**src/rtl/spi_slave_rx.sv**
```systemverilog
// SPI receive slave: LSB-first deserialiser, one word per chip-select frame.
// Define SPI_SLAVE_FRAME_ERR_EN to add the err port that flags malformed frames.
module spi_slave_rx #(
    parameter int DATA_W      = 12,
    parameter int LEAD_EDGES  = 1,
    parameter int SYNC_STAGES = 2
) (
    input  logic              clk,
    input  logic              rst,
    input  logic              sclk,
    input  logic              cs,
    input  logic              mosi,
    output logic [DATA_W-1:0] dout,
    output logic              done
`ifdef SPI_SLAVE_FRAME_ERR_EN
    ,
    output logic              err
`endif
);
    localparam int LW = (LEAD_EDGES < 2) ? 1 : $clog2(LEAD_EDGES + 1);
    localparam int BW = $clog2(DATA_W + 2);

    typedef enum logic [1:0] {IDLE, LEAD, SHIFT} state_t;

    state_t r_state;
    state_t w_state_nxt;

    logic [SYNC_STAGES-1:0] r_sclk_sync;
    logic [SYNC_STAGES-1:0] r_cs_sync;
    logic [SYNC_STAGES-1:0] r_mosi_sync;
    logic                   r_sclk_d;
    logic                   r_cs_d;
    logic [LW-1:0]          r_lead_cnt;
    logic [BW-1:0]          r_bit_cnt;
    logic [DATA_W-1:0]      r_shift;
    logic [DATA_W-1:0]      r_dout;
    logic                   r_done;

    logic w_sclk_fall;
    logic w_cs_fall;
    logic w_cs_rise;
    logic w_mosi;
    logic w_clr;
    logic w_lead_inc;
    logic w_shift;
    logic w_load;

    // cs chain resets to "asserted" so a frame in flight at reset release yields no falling edge
    always_ff @(posedge clk) begin
        if (rst) begin
            r_sclk_sync <= '0;
            r_cs_sync   <= '0;
            r_mosi_sync <= '0;
            r_sclk_d    <= 1'b0;
            r_cs_d      <= 1'b0;
        end else begin
            r_sclk_sync <= {r_sclk_sync[SYNC_STAGES-2:0], sclk};
            r_cs_sync   <= {r_cs_sync[SYNC_STAGES-2:0], cs};
            r_mosi_sync <= {r_mosi_sync[SYNC_STAGES-2:0], mosi};
            r_sclk_d    <= r_sclk_sync[SYNC_STAGES-1];
            r_cs_d      <= r_cs_sync[SYNC_STAGES-1];
        end
    end

    assign w_sclk_fall = r_sclk_d & ~r_sclk_sync[SYNC_STAGES-1];
    assign w_cs_fall   = r_cs_d & ~r_cs_sync[SYNC_STAGES-1];
    assign w_cs_rise   = ~r_cs_d & r_cs_sync[SYNC_STAGES-1];
    assign w_mosi      = r_mosi_sync[SYNC_STAGES-1];

    always_ff @(posedge clk) begin
        if (rst) begin
            r_state <= IDLE;
        end else begin
            r_state <= w_state_nxt;
        end
    end

    // A cs rising edge takes priority over a coincident sclk falling edge
    always_comb begin
        w_state_nxt = r_state;
        w_clr       = 1'b0;
        w_lead_inc  = 1'b0;
        w_shift     = 1'b0;
        w_load      = 1'b0;
        case (r_state)
            IDLE: begin
                if (w_cs_fall) begin
                    w_clr       = 1'b1;
                    w_state_nxt = (LEAD_EDGES == 0) ? SHIFT : LEAD;
                end
            end
            LEAD: begin
                if (w_cs_rise) begin
                    w_state_nxt = IDLE;
                end else if (w_sclk_fall) begin
                    w_lead_inc = 1'b1;
                    if (r_lead_cnt == LW'(LEAD_EDGES - 1)) begin
                        w_state_nxt = SHIFT;
                    end
                end
            end
            SHIFT: begin
                if (w_cs_rise) begin
                    w_state_nxt = IDLE;
                    w_load      = (r_bit_cnt == BW'(DATA_W));
                end else if (w_sclk_fall) begin
                    w_shift = 1'b1;
                end
            end
            default: w_state_nxt = IDLE;
        endcase
    end

    always_ff @(posedge clk) begin
        if (rst) begin
            r_lead_cnt <= '0;
            r_bit_cnt  <= '0;
            r_shift    <= '0;
            r_dout     <= '0;
            r_done     <= 1'b0;
        end else begin
            r_done <= w_load;
            if (w_clr) begin
                r_lead_cnt <= '0;
                r_bit_cnt  <= '0;
            end
            if (w_lead_inc) begin
                r_lead_cnt <= r_lead_cnt + LW'(1);
            end
            if (w_shift) begin
                r_shift <= {w_mosi, r_shift[DATA_W-1:1]};
                if (r_bit_cnt != BW'(DATA_W + 1)) begin
                    r_bit_cnt <= r_bit_cnt + BW'(1);
                end
            end
            if (w_load) begin
                r_dout <= r_shift;
            end
        end
    end

    assign dout = r_dout;
    assign done = r_done;

`ifdef SPI_SLAVE_FRAME_ERR_EN
    logic w_bad;
    logic r_err;

    assign w_bad = w_cs_rise && (r_state != IDLE) && !w_load;

    always_ff @(posedge clk) begin
        if (rst) begin
            r_err <= 1'b0;
        end else begin
            r_err <= w_bad;
        end
    end

    assign err = r_err;
`endif

endmodule

```
**config.mk**
```make
export PLATFORM = sky130hd
export DESIGN_NAME = spi_slave_rx
export DESIGN_NICKNAME = d
export VERILOG_FILES = /design/src/rtl/spi_slave_rx.sv
export SDC_FILE = /design/constraint.sdc
export NUM_CORES = 1
export LEC_CHECK = 0
export BUFFER_PORTS_ARGS = -buffer_cell sky130_fd_sc_hd__clkbuf_2
export CELL_PAD_IN_SITES_DETAIL_PLACEMENT = 1
export CELL_PAD_IN_SITES_GLOBAL_PLACEMENT = 1
export CORE_MARGIN = 4
export CORE_UTILIZATION = 38
export CTS_CLUSTER_DIAMETER = 40
export DETAILED_ROUTE_END_ITERATION = 8
export PLACE_DENSITY_LB_ADDON = 0.1
export SLEW_MARGIN = 20
export SYNTH_ARGS = -nofsm -noshare
export SYNTH_HDL_FRONTEND = slang
export SYNTH_SLANG_ARGS = --single-unit
```
**constraint.sdc**
```tcl
create_clock -name clk -period 1.31 [get_ports clk]
set_input_delay 0.1965 -clock clk [delete_from_list [all_inputs] [get_ports clk]]
set_output_delay 0.1965 -clock clk [all_outputs]
set_load 0.03 [all_outputs]
```
==> Word level (Yosys, flattened, before mapping) <==
Index checks and enable logic that the tools add are counted.
{ "totals": {"ff_bits": 40, "elab_cells": 49} }
{ "classes": {"addsub": 2, "eq_ne": 8, "mux": 19, "n_bitwise": 6, "reduce_logical": 3} }
{ "ops": {"columns": ["operator", "n"], "rows": [
  ["2-to-1 mux 4 bit", 3],
  ["2-to-1 mux 1 bit", 10],
  ["2-to-1 mux 2 bit", 5],
  ["!= test 3 bit (second input constant)", 2],
  ["one-hot mux 2 bit (3 select lines)", 1],
  ["adder 4 x 1 -> 4 bit (second input constant)", 1],
  ["equality test 4 bit (second input constant)", 1],
  ["!= test 2 bit (second input constant)", 2],
  ["!= test 4 bit (second input constant)", 1],
  ["AND reduction 4 bit", 1],
  ["AND 1 bit", 3],
  ["inverter 1 bit", 3],
  ["equality test 2 x 1 -> 1 bit (second input constant)", 1],
  ["equality test 2 bit (second input constant)", 1],
  ["zero test 2 bit", 1],
  ["nonzero test 2 bit", 1],
  ["adder 1 bit (second input constant)", 1]
]} }

==> Longest topological paths before layout <==
Gate-level depths: netlist (run 1).
{ "logic_depth": {"word_depth": 7, "mapped_depth": 7, "ltp_nobuf": 6} }

==> Least setup slack after synthesis (run 1) <==
No wires, ideal clock.
{ "synth_timing": {"path_kind": "register -> register", "startpoint": "register r_bit_cnt[0]", "endpoint": "register r_dout[10], in the netlist dout[10]", "setup_time_ps": 128, "arrival_time_ps": 1251, "path_slack_ps": -69, "path_stages_with_launch": 8, "path_buffers": 1, "period_less_slack_ps": 1379, "path_cell_list": "dfxtp_1 inv_1 ha_1 nand3_1 nor3_4 buf_6 mux2i_1 nor2_1"} }
{ "synth_between": {"elab_chain_len": 3} }
{ "synth_lines": {"columns": ["item", "line_no", "source"], "rows": [
  ["start: declaration", "34", "logic [BW-1:0] r_bit_cnt;"],
  ["start signal: assignment", "133", "r_bit_cnt <= r_bit_cnt + BW'(1);"],
  ["equality test 4 bit", "105", "w_load = (r_bit_cnt == BW'(DATA_W));"],
  ["2-to-1 mux 1 bit", "103", "if (w_cs_rise) begin"],
  ["2-to-1 mux 1 bit", "85", "case (r_state)"],
  ["end signal: assignment", "137", "r_dout <= r_shift;"],
  ["end: declaration", "36", "logic [DATA_W-1:0] r_dout;"]
]} }
Every way passes these cells.
A chain may end at the register's enable or synchronous reset.

==> Final worst setup path (run 1) <==
{ "layout_timing": {"startpoint": "register r_cs_sync[1]", "endpoint": "register r_bit_cnt[2]"} }
{ "layout_between": {"elab_chain_len": 7, "elab_cells_between_ends": 10, "classes_between": "mux (7); bitwise (3)"} }
{ "layout_lines": {"columns": ["item", "line_no", "source"], "rows": [
  ["start: declaration", "29", "logic [SYNC_STAGES-1:0] r_cs_sync;"],
  ["start signal: assignment", "58", "r_cs_sync <= {r_cs_sync[SYNC_STAGES-2:0], cs};"],
  ["inverter 1 bit", "66", "assign w_cs_fall = r_cs_d & ~r_cs_sync[SYNC_STAGES-1];"],
  ["AND 1 bit", "66", null],
  ["2-to-1 mux 1 bit", "87", "if (w_cs_fall) begin"],
  ["2-to-1 mux 1 bit", "85", null],
  ["2-to-1 mux 4 bit", "123", "if (w_clr) begin"],
  ["2-to-1 mux 4 bit", "132", "if (r_bit_cnt != BW'(DATA_W + 1)) begin"],
  ["2-to-1 mux 4 bit *", "130", "if (w_shift) begin"]
]} }
Every way passes the cells marked *; elsewhere a longest branch is shown, timed or not.

==> impl_metrics.yaml, run 1 <==
logic_synthesis:
  synth_mux_area_share_pct: 8.581
  syn_area_um2: 1516
  synthTopCellsByCount: "40 x dfxtp_1, 25 x nand2_1, 17 x nor2_1"
  yosysTopAreaCell: "dfxtp_1"
  synth_flop_cell: "dfxtp_1"
  synth_fa_ha_area_share_pct: 2.475
  postSynth.asyncResetShare_pct: 0
  synthTopCellsByArea: "dfxtp_1 53%, mux2i_1 8.6%, nand2_1 6.2%"
  yosys.area_share.simple_pct: 24.01
  synth-edff-count: 0
  synth_top_family_by_area: "simple AND/OR/NAND/NOR gates"
  synth-seq-area-share_pct: 52.81
  yosysTopAreaCellShare_pct: 52.81
  yosysMostFrequentCell: "dfxtp_1"
  synth_cell_types: 26
  ys_warn_count: 0
  synth_compound_area_share_pct: 8.993
  synth_fp_nets: 171
  synth_xor_area_share_pct: 0
  ys_seq_elements: 40
  avgSynthCellArea_um2: 9.303
  synthCells: 163
placement:
  post-place-cells: 234
  place_hpwl_mm: 2.427
  io_buffers: 17
  gp_congestion: 0.8222
flow_run:
  max_cap_violations: 0
routing:
  via_per_inst: 5.016
  drt_wl_total_mm: 3.515
  drt_iter0_drc: 39
  wl_per_cell_um: 14.29
  vias: 1234
  drcViolationCount: 0
  dr.pass1.iters: 4
  final_antenna_net_count: 0
clock_tree:
  clk_pin_slew_worst_paths_ns: 0.07
  cts_tree: "yes"
  clk_latency_ns: 0.29
  clockRootBuffer: "clkbuf_8"
  clock_path_buffers: 2
  cts_htree_levels: 2
  numCtsBuffers: 5
  cts.sinks: 40
sta:
  drv_slew: 0
  finalCritPeriodShare_pct: 100.3
  fmax_mhz: 761.0
  rsz0062_at_grt: "yes"
  report.final.hold_viol_count: 0
  setup_violations: 2
  maxSlewHeadroom_pct: 74.04
  tns_ns: -0.006088
  worst_pin_slew_ns: 0.3859
  fin_skew_ns: 0.002465
  min_period_ns: 1.314
  fin_ws_ns: -0.004105
worst_setup_path:
  r2r_slack_ns: -0.004
  crit_arrival_ns: 1.50
  worstSetupStartpointType: "flip-flop"
  crit_slowest_cell: "dfxtp_4"
  crit_path_cell_trace: "buf_6, nand2b_4, buf_6, nand4_1, a32o_2"
  crit_fanout: 5
  crit_family: "flip-flops"
  worst-setup-path-type: "reg2reg"
  regToRegEndpoint: "r_bit_cnt[2]$_SDFF_PP0_"
  critPathBufInv: 2
  cpMostUsedCell: "buf_6"
  worst_setup_path_end_kind: "flip-flop"
  reg2reg_from: "r_cs_sync[1]$_SDFF_PP0_"
  worstRegToRegCells: 5
  required_ns: 1.50
  slowest_delay_ns: 0.36
floorplan:
  chipHeight_um: 71.17
  rows: 22
  die_width_um: 71.17
  initial_core_util_pct: 40.21
  dieArea_um2: 5065
  num_io_pins: 18
  core_area_um2: 3771
pwr:
  total_leakage_power_nw: 0.7198
  power_density_nw_per_um2: 1079
  vdd_drop_max_mv: 0.6128
final_layout:
  nFillCells: 434
  antenna_cells: 0
  finalNonFillerCells: 246
  fin_nets: 205
  layout-drive-gt1-share_pct: 31.82
  finalCoreUtilization_pct: 52.02
  syn_to_final_growth_pct: 29.37
hold_path:
  hp-start: "cs"
  hold_path.class: "in2reg"
  min_to: "r_cs_sync[0]$_SDFF_PP0_"
  hold_depth: 2
global_routing:
  antenna_found_initial: 0
  grt_pass1_vias: 1214
  grt_max_degree: 16
  grtUsageTotal_pct: 14.78
  gr-total-overflow: 0
  grt_first_pass_wirelength_mm: 5.830
status:
  status: "finished, violations left"
  violations: "setup timing"
## metal layers
layer  vias up  GRT usage, %  share of wire [%]
met2        16         23.78                 47
met3         7         4.403                3.0
met4         0         5.637                1.7
met1       593         18.54                 49
li1        618             -                  -
met5         -             0                  0
## metrics by stage
stage	instance area [um2]	setup slack [ns]	hold slack, ns	total power [mW]
detailed placement	1763	-0.08677	0.4155	1.327
CTS	1891	-0.01415	0.1070	2.135
finish	1962	-0.004105	0.1128	2.116
global route	1962	-0.07176	0.1296	2.205
floorplan	1544	-0.01395	0.3247	1.295
global placement	1763	-0.04539	0.4124	1.324
## placed cells by master (no fill, tap or decap), drive strengths merged
master,netlist,routed
o21ai,5,5
o2bb2ai,1,1
clkbuf,4,24
o21a,1,1
a21oi,14,14
a21boi,1,1
nand4,1,1
nand2b,4,4
nand3,7,7
a32o,1,1
ha,3,3
nand2,25,25
dfxtp,40,40
inv,3,3
buf,3,17
nor2b,12,12
clkinv,0,1
nor4b,1,1
mux2i,13,13
o31ai,1,1
nor4,2,2
nor3,4,4
nor2,17,17
## sequential cells by signal, indices dropped and copies added (netlist names), 2 cells and up
signal,flops
r_state,2
r_cs_sync,2
r_mosi_sync,2
r_sclk_sync,2
r_shift,12
dout,12
r_bit_cnt,4
## power breakdown
group          switching [mW]  total, mW  leakage, nW  internal, mW
clock network           0.422      0.803       0.0424         0.380
logic                  0.0432     0.0804        0.352        0.0373
registers             0.00802       1.23        0.326          1.23
total                   0.474       2.12        0.720          1.64
## area by class of cell
type	instances	area (um2)	area share [%]
repair buffers	34	244.0	12.44
flip-flops and latches	40	808.3	41.20
well taps	48	60.06	3.061
clock buffers	7	76.32	3.890
clock inverters	1	8.758	0.4464
inverters	3	11.26	0.5740
multi-input cells	113	753.2	38.39
## timing repair
| action | CTS | global route |
|---|---|---|
| resized for setup | 10 | 15 |
| hold buffers | 0 | 0 |
| gates cloned | 1 | 0 |
| endpoints found under the setup margin | 27 | 28 |
| setup buffers | 1 | 2 |
| pin swaps | 2 | 5 |
| endpoints found under the hold margin | 0 | 0 |
## how the worst max path moves through the flow
stage                       startpoint                      end  depth (start not counted)
4_1_cts        r_bit_cnt[0]$_SDFF_PP0_     dout[0]$_SDFFE_PP0P_                          7
6_report       r_cs_sync[1]$_SDFF_PP0_  r_bit_cnt[2]$_SDFF_PP0_                          5
3_3_place_gp         r_cs_d$_SDFF_PP0_  r_bit_cnt[2]$_SDFF_PP0_                          4
5_1_grt        r_bit_cnt[0]$_SDFF_PP0_     dout[1]$_SDFFE_PP0P_                          7
2_1_floorplan  r_bit_cnt[0]$_SDFF_PP0_    dout[10]$_SDFFE_PP0P_                          7
3_5_place_dp         r_cs_d$_SDFF_PP0_  r_bit_cnt[2]$_SDFF_PP0_                          4
## cells by family (layout without fill, tap and decap cells)
group | after synthesis | after routing
AO/OA/AOI/OAI | 24 | 24
adder cells (fa/ha/maj) | 3 | 3
buffers and inverters | 10 | 45
flip-flops | 40 | 40
multiplexers | 13 | 13
AND/OR/NAND/NOR | 73 | 73
No activity file was read; power rests on OpenSTA's default activity.
==> run 2: changes to the inputs <==
Settings changed: CORE_ASPECT_RATIO set to 0.6, CORE_UTILIZATION 38 to 41, CTS_BUF_LIST set to sky130_fd_sc_hd__clkbuf_4.
==> run 2 against run 1 <==
The run still ends with setup timing left. Critical path depth grew 2. Non-clock buffer count shrank 5. First-iteration DRC count grew 10%. Largest cell class unchanged. Highest routed layer unchanged.
==> impl_metrics.yaml, run 2 (synthesis gave the netlist of run 1 again) <==
placement:
  gp_congestion: 0.6881
  io_buffers: 17
  place_hpwl_mm: 2.445
  post-place-cells: 230
  post-place-ws_ns: -0.08607
status:
  status: "finished, violations left"
  violations: "setup timing"
global_routing:
  antenna_found_initial: 0
  gr-total-overflow: 0
  grt_first_pass_wirelength_mm: 5.720
  grtUsageTotal_pct: 15.88
  grt_pass1_vias: 1199
  grt_max_degree: 24
sta:
  fmax_mhz: 746.5
  maxSlewHeadroom_pct: 82.44
  setup_violations: 9
  fin_ws_ns: -0.02962
  fin_skew_ns: 0.01026
  drv_slew: 0
  finalCritPeriodShare_pct: 102.3
  report.final.hold_viol_count: 0
  worst_pin_slew_ns: 0.2610
  min_period_ns: 1.340
  holdWs_ns: 0.06274
  rsz0062_at_grt: "yes"
final_layout:
  fin_nets: 200
  finalNonFillerCells: 237
  final_cell_mix: "35 x dfxtp_1, 25 x nand2_1, 17 x nor2_1, 17 x clkbuf_2"
  finalCoreUtilization_pct: 54.15
  syn_to_final_growth_pct: 21.53
  layout-drive-gt1-share_pct: 28.65
  ff_latch_area_um2: 807.0
  mostFrequentLayoutCell: "dfxtp_1"
  antenna_cells: 0
  multi_input_area_um2: 726.9
  nFillCells: 421
floorplan:
  dieArea_um2: 4768
  rows: 16
  core_area_um2: 3403
  chipHeight_um: 55.11
  num_io_pins: 18
  die_width_um: 86.52
  initial_core_util_pct: 44.56
hold_path:
  hold_path.class: "in2reg"
  hp-start: "cs"
pwr:
  total_power_mw: 1.890
  total_leakage_power_nw: 0.6677
  power_density_nw_per_um2: 1026
  vdd_drop_max_mv: 0.8770
flow_run:
  max_cap_violations: 0
clock_tree:
  cts_htree_levels: 2
  clock_path_buffers: 2
  cts_tree: "yes"
  cts.sinks: 40
  post-cts-setup-buffer-count: 0
  clk_latency_ns: 0.33
  clockRootBuffer: "clkbuf_4"
  numCtsBuffers: 5
  clk_pin_slew_worst_paths_ns: 0.12
routing:
  vias: 1207
  via_per_inst: 5.093
  drt_wl_total_mm: 3.291
  dr.pass1.iters: 4
  wl_per_cell_um: 13.89
  drcViolationCount: 0
  drt_iter0_drc: 43
  final_antenna_net_count: 0
worst_setup_path:
  worst-setup-path-type: "reg2reg"
  crit_path_cell_trace: "inv_2, ha_4, nand3_4, nor3_4, buf_12, mux2i_1, nor2_1"
  worst_setup_path_end_kind: "flip-flop"
  startpoint: "r_bit_cnt[0]$_SDFF_PP0_"
  slowest_delay_ns: 0.35
  crit_slowest_cell: "dfxtp_2"
  worstSetupStartpointType: "flip-flop"
  crit_family: "flip-flops"
  critPathBufInv: 2
  reg2reg_from: "r_bit_cnt[0]$_SDFF_PP0_"
  crit_fanout: 12
  required_ns: 1.53
  crit_arrival_ns: 1.56
==> run 2: final timing paths <==
kind / endpoint / slack (ns) / cells after the start
setup reg to reg: dout[0]$_SDFFE_PP0P_ / -0.03 / 7
hold reg to reg: r_sclk_sync[1]$_SDFF_PP0_ / 0.45 / 1
hold / removal: r_cs_sync[0]$_SDFF_PP0_ / 0.06 / 2
setup / recovery: dout[0]$_SDFFE_PP0P_ / -0.03 / 7
==> run 2: metal layers <==
| metal | global-route usage, % | vias to the layer above | wire length [um] |
|---|---|---|---|
| li1 | - | 606 | - |
| met1 | 21.86 | 576 | 1683 |
| met2 | 24.49 | 20 | 1444 |
| met3 | 4.882 | 5 | 128 |
| met4 | 3.886 | 0 | 34 |
| met5 | 0 | - | 0 |
==> run 2: layout make-up <==
class	count	area share [%]
sequential	40	43.79
multi-input combinational	113	39.44
timing repair buffer	29	10.39
tap	45	3.055
clock buffer	6	2.444
inverter	3	0.6110
clock inverter	1	0.2716
==> run 2: repair_timing <==
action | 4_1_cts | 5_1_grt
pin swaps | 2 | 3
hold buffers | 0 | 0
gates resized for setup | 3 | 10
endpoints found under the setup margin | 28 | 28
==> run 2: per-stage QoR <==
step | TNS (ns) | cell area [um2]
global route | -1.086 | 1843
CTS | -0.3098 | 1810
global placement | -0.01127 | 1752
finish | -0.1202 | 1843
floorplan | -0.1395 | 1544
detailed placement | -1.021 | 1752
==> run 2: worst reg2reg max path, cell delays in order (launching register included) <==
cell and delay (ns):
dfxtp_2 0.35, inv_2 0.07, ha_4 0.14, nand3_4 0.08, nor3_4 0.16, buf_12 0.18
mux2i_1 0.20, nor2_1 0.07
==> run 2: power breakdown <==
part           leakage [nW]  internal, mW  switching, mW  total, mW
combinational         0.310        0.0254         0.0350     0.0604
clock                0.0315         0.219          0.377      0.596
sequential            0.326          1.23        0.00648       1.23
total                 0.668          1.47          0.419       1.89
==> run 3: changes to the inputs <==
Settings changed: TNS_END_PERCENT set to 5.
==> run 3 against run 2 <==
The run still ends with setup timing left. Count of clock-buffer cells in the layout down 1. Cell count up 2.5%. Utilization up 1.1 points. Total power up 12%. Clock power up 38%. Critical path depth unchanged. Fmax down 3.7%. Largest cell class unchanged. Highest routed layer unchanged.
==> impl_metrics.yaml, run 3 (synthesis gave the netlist of run 1 again) <==
global_routing:
  antenna_found_initial: 0
  grt_max_degree: 15
  gr-total-overflow: 0
  grtUsageTotal_pct: 15.79
  grt_first_pass_wirelength_mm: 5.575
  grt_pass1_vias: 1160
pwr:
  total_leakage_power_nw: 0.6950
  p_comb_share_pct: 3.1
  power_density_nw_per_um2: 1127
  total_power_mw: 2.122
  switching_power_mw: 0.4684
  clkPwrFrac_pct: 38.8
  switching_share_pct: 22.08
  vdd_drop_max_mv: 0.6541
  p_int_mw: 1.653
  sequentialPowerShare_pct: 58.1
sta:
  rsz0062_at_grt: "yes"
  report.final.hold_viol_count: 0
  fin_skew_ns: 0.007791
  fmax_mhz: 719.0
  fin_ws_ns: -0.08091
  setup_violations: 15
  drv_slew: 0
  maxSlewHeadroom_pct: 72.65
  worst_pin_slew_ns: 0.4065
  min_period_ns: 1.391
  tns_ns: -0.8571
  finalCritPeriodShare_pct: 106.2
status:
  violations: "setup timing"
  status: "finished, violations left"
final_layout:
  antenna_cells: 0
  nFillCells: 403
  fin_nets: 205
  finalCoreUtilization_pct: 55.29
  final_cell_mix: "37 x dfxtp_1, 25 x nand2_1, 17 x nor2_1, 17 x clkbuf_2, 15 x buf_4"
  layout-drive-gt1-share_pct: 28.28
  final_area_um2: 1882
  syn_to_final_growth_pct: 24.09
  mostFrequentLayoutCell: "dfxtp_1"
  multi_input_area_um2: 700.7
  ff_latch_area_um2: 804.5
flow_run:
  max_cap_violations: 0
worst_setup_path:
  worst-setup-path-type: "reg2reg"
  worst_setup_path_end_kind: "flip-flop"
  reg2reg_from: "r_bit_cnt[1]$_SDFF_PP0_"
  startpoint: "r_bit_cnt[1]$_SDFF_PP0_"
  worstSetupStartpointType: "flip-flop"
  crit_fanout: 12
  crit_arrival_ns: 1.65
  r2r_slack_ns: -0.08
  required_ns: 1.57
  worstRegToRegCells: 7
  regToRegEndpoint: "dout[0]$_SDFFE_PP0P_"
placement:
  post_dp_cell_area_um2: 1762
  post-place-ws_ns: -0.1341
  gp_congestion: 0.7552
  io_buffers: 17
  place_hpwl_mm: 2.490
clock_tree:
  cts.sinks: 40
  clockRootBuffer: "clkbuf_4"
  clk_latency_ns: 0.35
  clock_path_buffers: 2
  clk_pin_slew_worst_paths_ns: 0.13
  cts_htree_levels: 2
  numCtsBuffers: 5
  cts_tree: "yes"
  cts_hold_buf: 0
floorplan:
  core_area_um2: 3403
  chipHeight_um: 55.11
  num_io_pins: 18
  initial_core_util_pct: 44.56
  rows: 16
  die_width_um: 86.52
  dieArea_um2: 4768
routing:
  drcViolationCount: 0
  wl_per_cell_um: 14.22
  vias: 1225
  via_per_inst: 5.041
  final_antenna_net_count: 0
  dr.pass1.iters: 4
  drt_wl_total_mm: 3.456
  drt_iter0_drc: 74
hold_path:
  hp-start: "sclk"
  hold_path.class: "in2reg"
  min_to: "r_sclk_sync[0]$_SDFF_PP0_"
  hold_depth: 2
run 3: cell count changes in the layout (fill, tap and decap cells not counted), sizes merged:
cell,previous run,this run
buf,12,17
clkbuf,23,22
clkinvlp,0,1
bufinv,0,1
run 3: power groups by stage:
stage / Sequential [mW] / Combinational (mW) / Clock (mW)
6_report: 1.23 / 0.0664 / 0.823
4_1_cts: 1.23 / 0.0652 / 0.845
5_1_grt: 1.24 / 0.0726 / 0.893
3_5_place_dp: 1.26 / 0.0652 / 0
3_3_place_gp: 1.26 / 0.0617 / 0
2_1_floorplan: 1.26 / 0.0367 / 0
run 3: stage by stage:
stage               hold slack [ns]  cells
global route                0.03930    243
CTS                         0.03526    243
finish                      0.05048    243
floorplan                    0.3247    163
global placement             0.4046    235
detailed placement           0.4134    235
run 3: layer usage:
layer | share of wire [%] | vias to the layer above | wire, um | GRT usage (%)
met5 | 0 | - | 0 | 0
met3 | 4.9 | 9 | 170 | 4.882
li1 | - | 615 | - | -
met4 | 2.0 | 0 | 70 | 8.549
met2 | 43 | 21 | 1469 | 24.11
met1 | 50 | 580 | 1745 | 20.25
run 3: how the worst max path moves through the flow:
stage | endpoint | slack [ns] | cells past startpoint
3_3_place_gp | r_bit_cnt[2]$_SDFF_PP0_ | -0.1 | 6
4_1_cts | dout[0]$_SDFFE_PP0P_ | -0.1 | 7
2_1_floorplan | dout[10]$_SDFFE_PP0P_ | -0.07 | 7
3_5_place_dp | r_bit_cnt[2]$_SDFF_PP0_ | -0.13 | 6
5_1_grt | dout[3]$_SDFFE_PP0P_ | -0.21 | 7
6_report | dout[0]$_SDFFE_PP0P_ | -0.08 | 7
run 3: layout make-up:
cell class                 count  share of cell area [%]
clock buffer                   5                   1.995
clock inverter                 3                   2.261
inverter                       3                  0.5984
multi-input combinational    113                   37.23
sequential                    40                   42.75
tap                           45                   2.992
timing repair buffer          34                   12.17
run 3: worst max-delay path: stages (launching register included):
cell,delay [ns]
dfxtp_2,0.34
inv_1,0.07
ha_2,0.20
nand3_4,0.09
nor3_4,0.16
buf_12,0.18
mux2i_1,0.20
nor2_1,0.06
run 3: repair_timing:
action | CTS | global route
pin swaps | 3 | 1
gates resized for setup | 4 | 9
setup buffers | 0 | 0
endpoints found under the setup margin | 23 | 29
cloned | 0 | 0
